`config.mk`:
```
export PLATFORM = sky130hd
export DESIGN_NAME = mux8_scan_seq_flat
export DESIGN_NICKNAME = d
export VERILOG_FILES = /design/src/rtl/mux8_scan_seq_if.sv /design/src/rtl/mux8_scan_seq.sv /design/src/flat_wrapper.sv
export SDC_FILE = /design/constraint.sdc
export NUM_CORES = 1
export LEC_CHECK = 0
export BUFFER_PORTS_ARGS = -buffer_cell sky130_fd_sc_hd__buf_2
export CORE_UTILIZATION = 45
export CTS_CLUSTER_SIZE = 8
export DETAILED_ROUTE_END_ITERATION = 10
export PLACE_DENSITY = 0.71
export SYNTH_ARGS = -nofsm -noshare
export SYNTH_HDL_FRONTEND = slang
export SYNTH_SLANG_ARGS = --single-unit
```
`constraint.sdc`:
```
create_clock -name clk -period 1.75 [get_ports clk]
set_input_delay 0.0875 -clock clk [delete_from_list [all_inputs] [get_ports clk]]
set_output_delay 0.0875 -clock clk [all_outputs]
set_load 0.01 [all_outputs]
```
`src/rtl/mux8_scan_seq_if.sv`:
```
// rtl/mux8_scan_seq_if.sv - load handshake and mux drive bundle for mux8_scan_seq
interface mux8_scan_seq_if;
   logic       load_valid;
   logic [7:0] load_data;
   logic       load_ready;
   logic [7:0] mux_in;
   logic [2:0] mux_sel;
   logic       bit_valid;
   logic       bit_first;
   logic       bit_last;
   logic       busy;
   logic       done;

   modport slave (
      input  load_valid, load_data,
      output load_ready, mux_in, mux_sel, bit_valid, bit_first, bit_last, busy, done
   );

   modport master (
      output load_valid, load_data,
      input  load_ready, mux_in, mux_sel, bit_valid, bit_first, bit_last, busy, done
   );
endinterface

```
`src/rtl/mux8_scan_seq.sv`:
```
// rtl/mux8_scan_seq.sv - captures a word and steps an 8:1 mux select with sample strobes
module mux8_scan_seq #(
   parameter int HOLD_CYCLES = 1,
   parameter bit MSB_FIRST   = 1'b0
) (
   input  logic clk,
   input  logic rst,
   mux8_scan_seq_if.slave s
);
   typedef enum logic {IDLE = 1'b0, SCAN = 1'b1} state_t;

   localparam logic [2:0] SEL_START = MSB_FIRST ? 3'd7 : 3'd0;
   localparam logic [2:0] SEL_END   = MSB_FIRST ? 3'd0 : 3'd7;
   localparam logic [7:0] HOLD_LAST = 8'(HOLD_CYCLES - 1);

   state_t     state_q, state_d;
   logic [7:0] cnt_q, cnt_d;
   logic [2:0] sel_q, sel_d;
   logic [7:0] data_q, data_d;
   logic       done_q, done_d;
   logic       tick_w;

   // Sample point: last cycle of the hold window for the current select.
   assign tick_w = (state_q == SCAN) && (cnt_q == HOLD_LAST);

   always_ff @(posedge clk) begin
      if (rst) begin
         state_q <= IDLE;
         cnt_q   <= 8'd0;
         sel_q   <= SEL_START;
         data_q  <= 8'h00;
         done_q  <= 1'b0;
      end else begin
         state_q <= state_d;
         cnt_q   <= cnt_d;
         sel_q   <= sel_d;
         data_q  <= data_d;
         done_q  <= done_d;
      end
   end

   always_comb begin
      state_d = state_q;
      cnt_d   = cnt_q;
      sel_d   = sel_q;
      data_d  = data_q;
      done_d  = 1'b0;
      case (state_q)
         IDLE: begin
            if (s.load_valid) begin
               data_d  = s.load_data;
               sel_d   = SEL_START;
               cnt_d   = 8'd0;
               state_d = SCAN;
            end
         end
         SCAN: begin
            if (tick_w) begin
               cnt_d = 8'd0;
               if (sel_q == SEL_END) begin
                  state_d = IDLE;
                  sel_d   = SEL_START;
                  done_d  = 1'b1;
               end else if (MSB_FIRST) begin
                  sel_d = sel_q - 3'd1;
               end else begin
                  sel_d = sel_q + 3'd1;
               end
            end else begin
               cnt_d = cnt_q + 8'd1;
            end
         end
         default: state_d = IDLE;
      endcase
   end

   always_comb begin
      s.load_ready = (state_q == IDLE);
      s.busy       = (state_q == SCAN);
      s.mux_in     = data_q;
      s.mux_sel    = sel_q;
      s.bit_valid  = tick_w;
      s.bit_first  = tick_w && (sel_q == SEL_START);
      s.bit_last   = tick_w && (sel_q == SEL_END);
      s.done       = done_q;
   end
endmodule
```
`src/flat_wrapper.sv`:
```
// flat-port wrapper written by rule: the top's interface ports become plain ports
module mux8_scan_seq_flat 
#(
   parameter int HOLD_CYCLES = 1,
   parameter bit MSB_FIRST   = 1'b0
)
  (clk, rst, s_load_valid, s_load_data, s_load_ready, s_mux_in, s_mux_sel, s_bit_valid, s_bit_first, s_bit_last, s_busy, s_done);
  mux8_scan_seq_if s_i ();
  input  logic clk;
  input  logic rst;
  input wire logic [$bits(s_i.load_valid)-1:0] s_load_valid;
  input wire logic [$bits(s_i.load_data)-1:0] s_load_data;
  output wire logic [$bits(s_i.load_ready)-1:0] s_load_ready;
  output wire logic [$bits(s_i.mux_in)-1:0] s_mux_in;
  output wire logic [$bits(s_i.mux_sel)-1:0] s_mux_sel;
  output wire logic [$bits(s_i.bit_valid)-1:0] s_bit_valid;
  output wire logic [$bits(s_i.bit_first)-1:0] s_bit_first;
  output wire logic [$bits(s_i.bit_last)-1:0] s_bit_last;
  output wire logic [$bits(s_i.busy)-1:0] s_busy;
  output wire logic [$bits(s_i.done)-1:0] s_done;
  assign s_i.load_valid = s_load_valid;
  assign s_i.load_data = s_load_data;
  assign s_load_ready = s_i.load_ready;
  assign s_mux_in = s_i.mux_in;
  assign s_mux_sel = s_i.mux_sel;
  assign s_bit_valid = s_i.bit_valid;
  assign s_bit_first = s_i.bit_first;
  assign s_bit_last = s_i.bit_last;
  assign s_busy = s_i.busy;
  assign s_done = s_i.done;
  mux8_scan_seq #(.HOLD_CYCLES(HOLD_CYCLES), .MSB_FIRST(MSB_FIRST)) u_core (.clk(clk), .rst(rst), .s(s_i));
endmodule
```
# Yosys cells after proc, flatten, opt, wreduce, memory -nomap -nowiden
# Cells that the tools add are included.
# W data, S select, Z words.
# totals
out_inout_bits	17
inputBits	11
wordCells	32
reg_bits	21
# op_classes
reduce_logical	8
bitwise	2
muxes	12
n_addsub	2
eq_ne	3
# ops
op	count
$mux W8	2
$pmux W8 S2	1
$mux W3	3
$add A8 B1 Y8 const B	1
$logic_not A8 Y1	1
$pmux W3 S2	1
$mux W1	4
$ne A2 B2 Y1 const B	2
$reduce_and A2 Y1	2
$add A3 B1 Y3 const B	1
$eq A3 B3 Y1 const B	1
$logic_and A1 B1 Y1	3
$logic_not A3 Y1	1
$reduce_or A3 Y1	1
$not A1 Y1	2
$pmux W1 S2	1

# Longest topological paths before layout
# logic_depth
depth_word	4
mapped_depth	7
depth_no_buf	7

# Least setup slack after synthesis
# No wires, ideal clock.
# synth_timing
path_kind	register to register
start	register u_core.cnt_q[0]
end	register u_core.done_q (netlist: u_core.s.done)
required_time_ps	1684
path_buffers	0
stages_incl_launch_ff	8
synth_period_minus_slack_ps	1462
setup_slack_ps	288
setup_time_ps	66
t_arrival_ps	1396
cell_sequence	dfxtp_1 > inv_1 > ha_1 > nor4b_4 > nand3_4 > inv_1 > and2_2 > nor2b_1
# synth_via
elab_chain_cells	4
# synth_rtl
item	line_no	rtl
start: declaration	mux8_scan_seq.sv:17	logic [7:0] cnt_q, cnt_d;
start signal: assignment	mux8_scan_seq.sv:35	cnt_q <= cnt_d;
$logic_not A8 Y1	mux8_scan_seq.sv:24	assign tick_w = (state_q == SCAN) && (cnt_q == HOLD_LAST);
$logic_and A1 B1 Y1	mux8_scan_seq.sv:24	
net s_bit_valid	flat_wrapper.sv:16	output wire logic [$bits(s_i.bit_valid)-1:0] s_bit_valid;
$not A1 Y1 (no source line)	--	
$reduce_or A3 Y1 (no source line)	--	
end signal: assignment	mux8_scan_seq.sv:38	done_q <= done_d;
end: declaration	mux8_scan_seq.sv:20	logic done_q, done_d;
# The timed path passes the listed nets, and every way through them passes these cells.
# A chain may end at the register's enable or synchronous reset.

# Final worst setup path
# layout_timing
start	register u_core.cnt_q[1]
end	output port s_bit_last
# layout_via
elab_chain_cells	3
# layout_rtl
item	line_no	rtl
$logic_not A8 Y1	mux8_scan_seq.sv:24	
$logic_and A1 B1 Y1	mux8_scan_seq.sv:24	
$logic_and A1 B1 Y1	mux8_scan_seq.sv:84	s.bit_last = tick_w && (sel_q == SEL_END);
end: declaration	flat_wrapper.sv:18	output wire logic [$bits(s_i.bit_last)-1:0] s_bit_last;
# No other way between the ends.

==> run metrics <==
cell taking the most area after synthesis=dfxtp_1; Simple-Gate Fraction of Synth Area=0.289; first-pass GRT wire length=between 3000 and 4000 microns; Worst Hold Class=input port to flip-flop; syn nets=130; Final HPWL DP=between 1500 and 2000 microns; synth top area cells=dfxtp_1 43%, nand2_1 9.3%, a21oi_1 7.2%; switching power of the nets=between 0.0002 and 0.00025 W; Net Sw Frac=0.258; XOR/XNOR share of the synthesized area=0.00900; worst path arrival time=about 1600 ps; Worst EP required=1660 ps; via count=934; Max clock buf depth=2; CTS buffer count=3; Async S/R FF share, synth=0; crit path max fanout=4; CP max-delay cell=dfxtp_2; number of global-route vias before repair=824; I/O Pins=28; Max H-tree Level=1; Pre-Repair DR Iteration Count=4; Top FF cell, synth=dfxtp_1; status=completed; register area share after synthesis=0.432; Placement Rows=16; GR Layer Usage met1=0.229; GRT met3 Usage=0.0660; Max IR drop VDD=506 uV; Final Hold Fails=0; Global Route Usage Sum=0.212; hold wc startpoint=s_load_data[0]; Routed WL per cell=between 10 and 15 microns; final slew viol count=0; max cap viols=0; Logic pwr share=0.142; synthesis warning total=0; Port Buffers=27; Crit. End Element=output port; Synth top area share=0.432; CP max stage delay=approximately 340 ps; Layout area overhead=31.6%; crit share post-route=0.965; synth unique cells=31; root buf cell=clkbuf_4; RePlAce Congestion=0.762; Die Span Y=48.5 microns; Clock transition at path regs=between 100 and 150 ps; total power=around 0.00086 W; CP Cell Sequence=inv_2 > ha_4 > nor4b_4 > nand3_4 > inv_4 > and2_4 > buf_6; Starting Density=0.486; CP Launch Point=u_core.cnt_q[1]; GR peak layer=met2; pwr/cell area=roughly 670 nW/um^2; layout cells sized above 1=0.336; clock latency on the worst-skew pair=between 300 and 400 ps; total congestion overflow=0; largest family of logic cells by synthesized area=simple AND/OR/NAND/NOR gates; DIE AREA=between 2000 and 2500 sq um; Synth Area in Compound Gates=0.152; Slew @ Worst Pin=roughly 560 ps; final wirelength=about 2400 microns; commonest non-fill, non-tap cell in the layout=buf_2; R2R depth=7; via/cell ratio=roughly 5.2; setup violators final=0; CTS tree=yes; Final Skew=approximately 3.7 ps; TNS Setup=0 ps; Slew HR=0.629; fin crit period=about 1700 ps; #FFs+latches synth=21; multiplexer share of the synthesized area=0.0103; commonest cells after routing, fill and taps aside=26 x buf_2, 24 x nand2_1, 19 x dfxtp_1; DIE WIDTH=~49 microns; antenna violations before repair=0; Starting DRT DRC Count=12; CP Launch Type=flip-flop; worst r2r src=u_core.cnt_q[0]; final net count=169; fillers=approximately 180; Avg Synthesized Cell Area=between 8 and 9 sq um; Mapped Area=roughly 970 sq um; Internal Power=0.000637 W; adder-cell share of the synthesized area=0.0643; sequential power share=0.586; Min Hold Slack=about 22 ps; Crit Path Class=flip-flop to output port; Lkg Pwr=0.569 nW; largest net degree at the start of global routing=21; clock power share=0.271; core area=2000 sq um; hold depth=3; met2 Use GR=0.387; post-route ant nets=0; achievable clock frequency=592 MHz; Remaining DRCs=0; synthesized netlist cell count=114; ANT cells=0; EDFF count, synth=0; total clock sinks=21
-- cell type report --
class                      instances  area [sq um]  area share
clock buffer                       4          26.3      0.0205
sequential                        21           423       0.330
inverter                           6          25.0      0.0195
timing repair buffer              39           244       0.190
tap                               27          33.8      0.0264
multi-input combinational         82           529       0.413
-- worst max-delay path: cells and delay by family, from the launching register on --
family                   cells  cell delay [ps]
buffers and inverters        3              240
adder cells (fa/ha/maj)      1              140
flip-flops                   1              340
AND/OR/NAND/NOR              3              580
-- flip-flops by register name (all words and copies together) (netlist names) --
name              flops
u_core.s.busy         1
u_core.s.mux_sel      3
u_core.cnt_q          8
u_core.s.mux_in       8
u_core.s.done         1
-- cells by family after synthesis --
family          Yosys count
compound gates           24
fa+ha+maj                 5
simple gates             51
flops                    21
xor+xnor                  1
buf+inv                  11
mux                       1
-- per-stage QoR --
step                      setup WS, ps   util  instance area (sq um)  cells
after floorplan                    288      -                    973    114
after global placement             244  0.564                   1130    164
after detailed placement           102  0.564                   1130    164
after CTS                         2.80  0.618                   1240    177
after global routing             -11.6  0.640                   1280    179
final                             60.5  0.640                   1280    179
-- power by group through the flow --
| stage | logic [W] | registers, W | clock network, W |
|---|---|---|---|
| 2_1_floorplan | 0.0000552 | 0.000519 | 0 |
| 3_3_place_gp | 0.000101 | 0.000513 | 0 |
| 3_5_place_dp | 0.000105 | 0.000514 | 0 |
| 4_1_cts | 0.000117 | 0.000503 | 0.000242 |
| 5_1_grt | 0.000135 | 0.000506 | 0.000267 |
| 6_report | 0.000122 | 0.000503 | 0.000233 |
-- cells in the mapped netlist, types with 2 or more instances --
master / number
a31oi_1: 4
clkbuf_1: 4
nor2_1: 3
nor3_1: 3
inv_1: 6
nor2b_1: 2
dfxtp_1: 21
nand2_1: 24
nand3_1: 6
ha_1: 5
or3_1: 2
a21oi_1: 14
nor3b_1: 2
-- layer usage --
metal / vias up / part of all wire
met5: - / 0
met4: 0 / 0.038
met3: 8 / 0.044
met2: 32 / 0.51
met1: 420 / 0.40
li1: 474 / -
-- worst paths after layout --
path	end	slack, ps
setup / recovery	s_bit_last	60
hold / removal	u_core.s.mux_in[0]	20
setup reg to reg	u_core.cnt_q[2]	90
hold reg to reg	u_core.s.mux_in[5]	460
-- repair_timing --
item                       4_1_cts  5_1_grt
setup endpoints to repair        2        5
gates resized for setup          3        8
hold endpoints to repair         4        1
setup buffers                    5        1
pin swaps                        1        4
hold buffers                     4        1
Note: power is estimated with default switching activity, not from simulation.
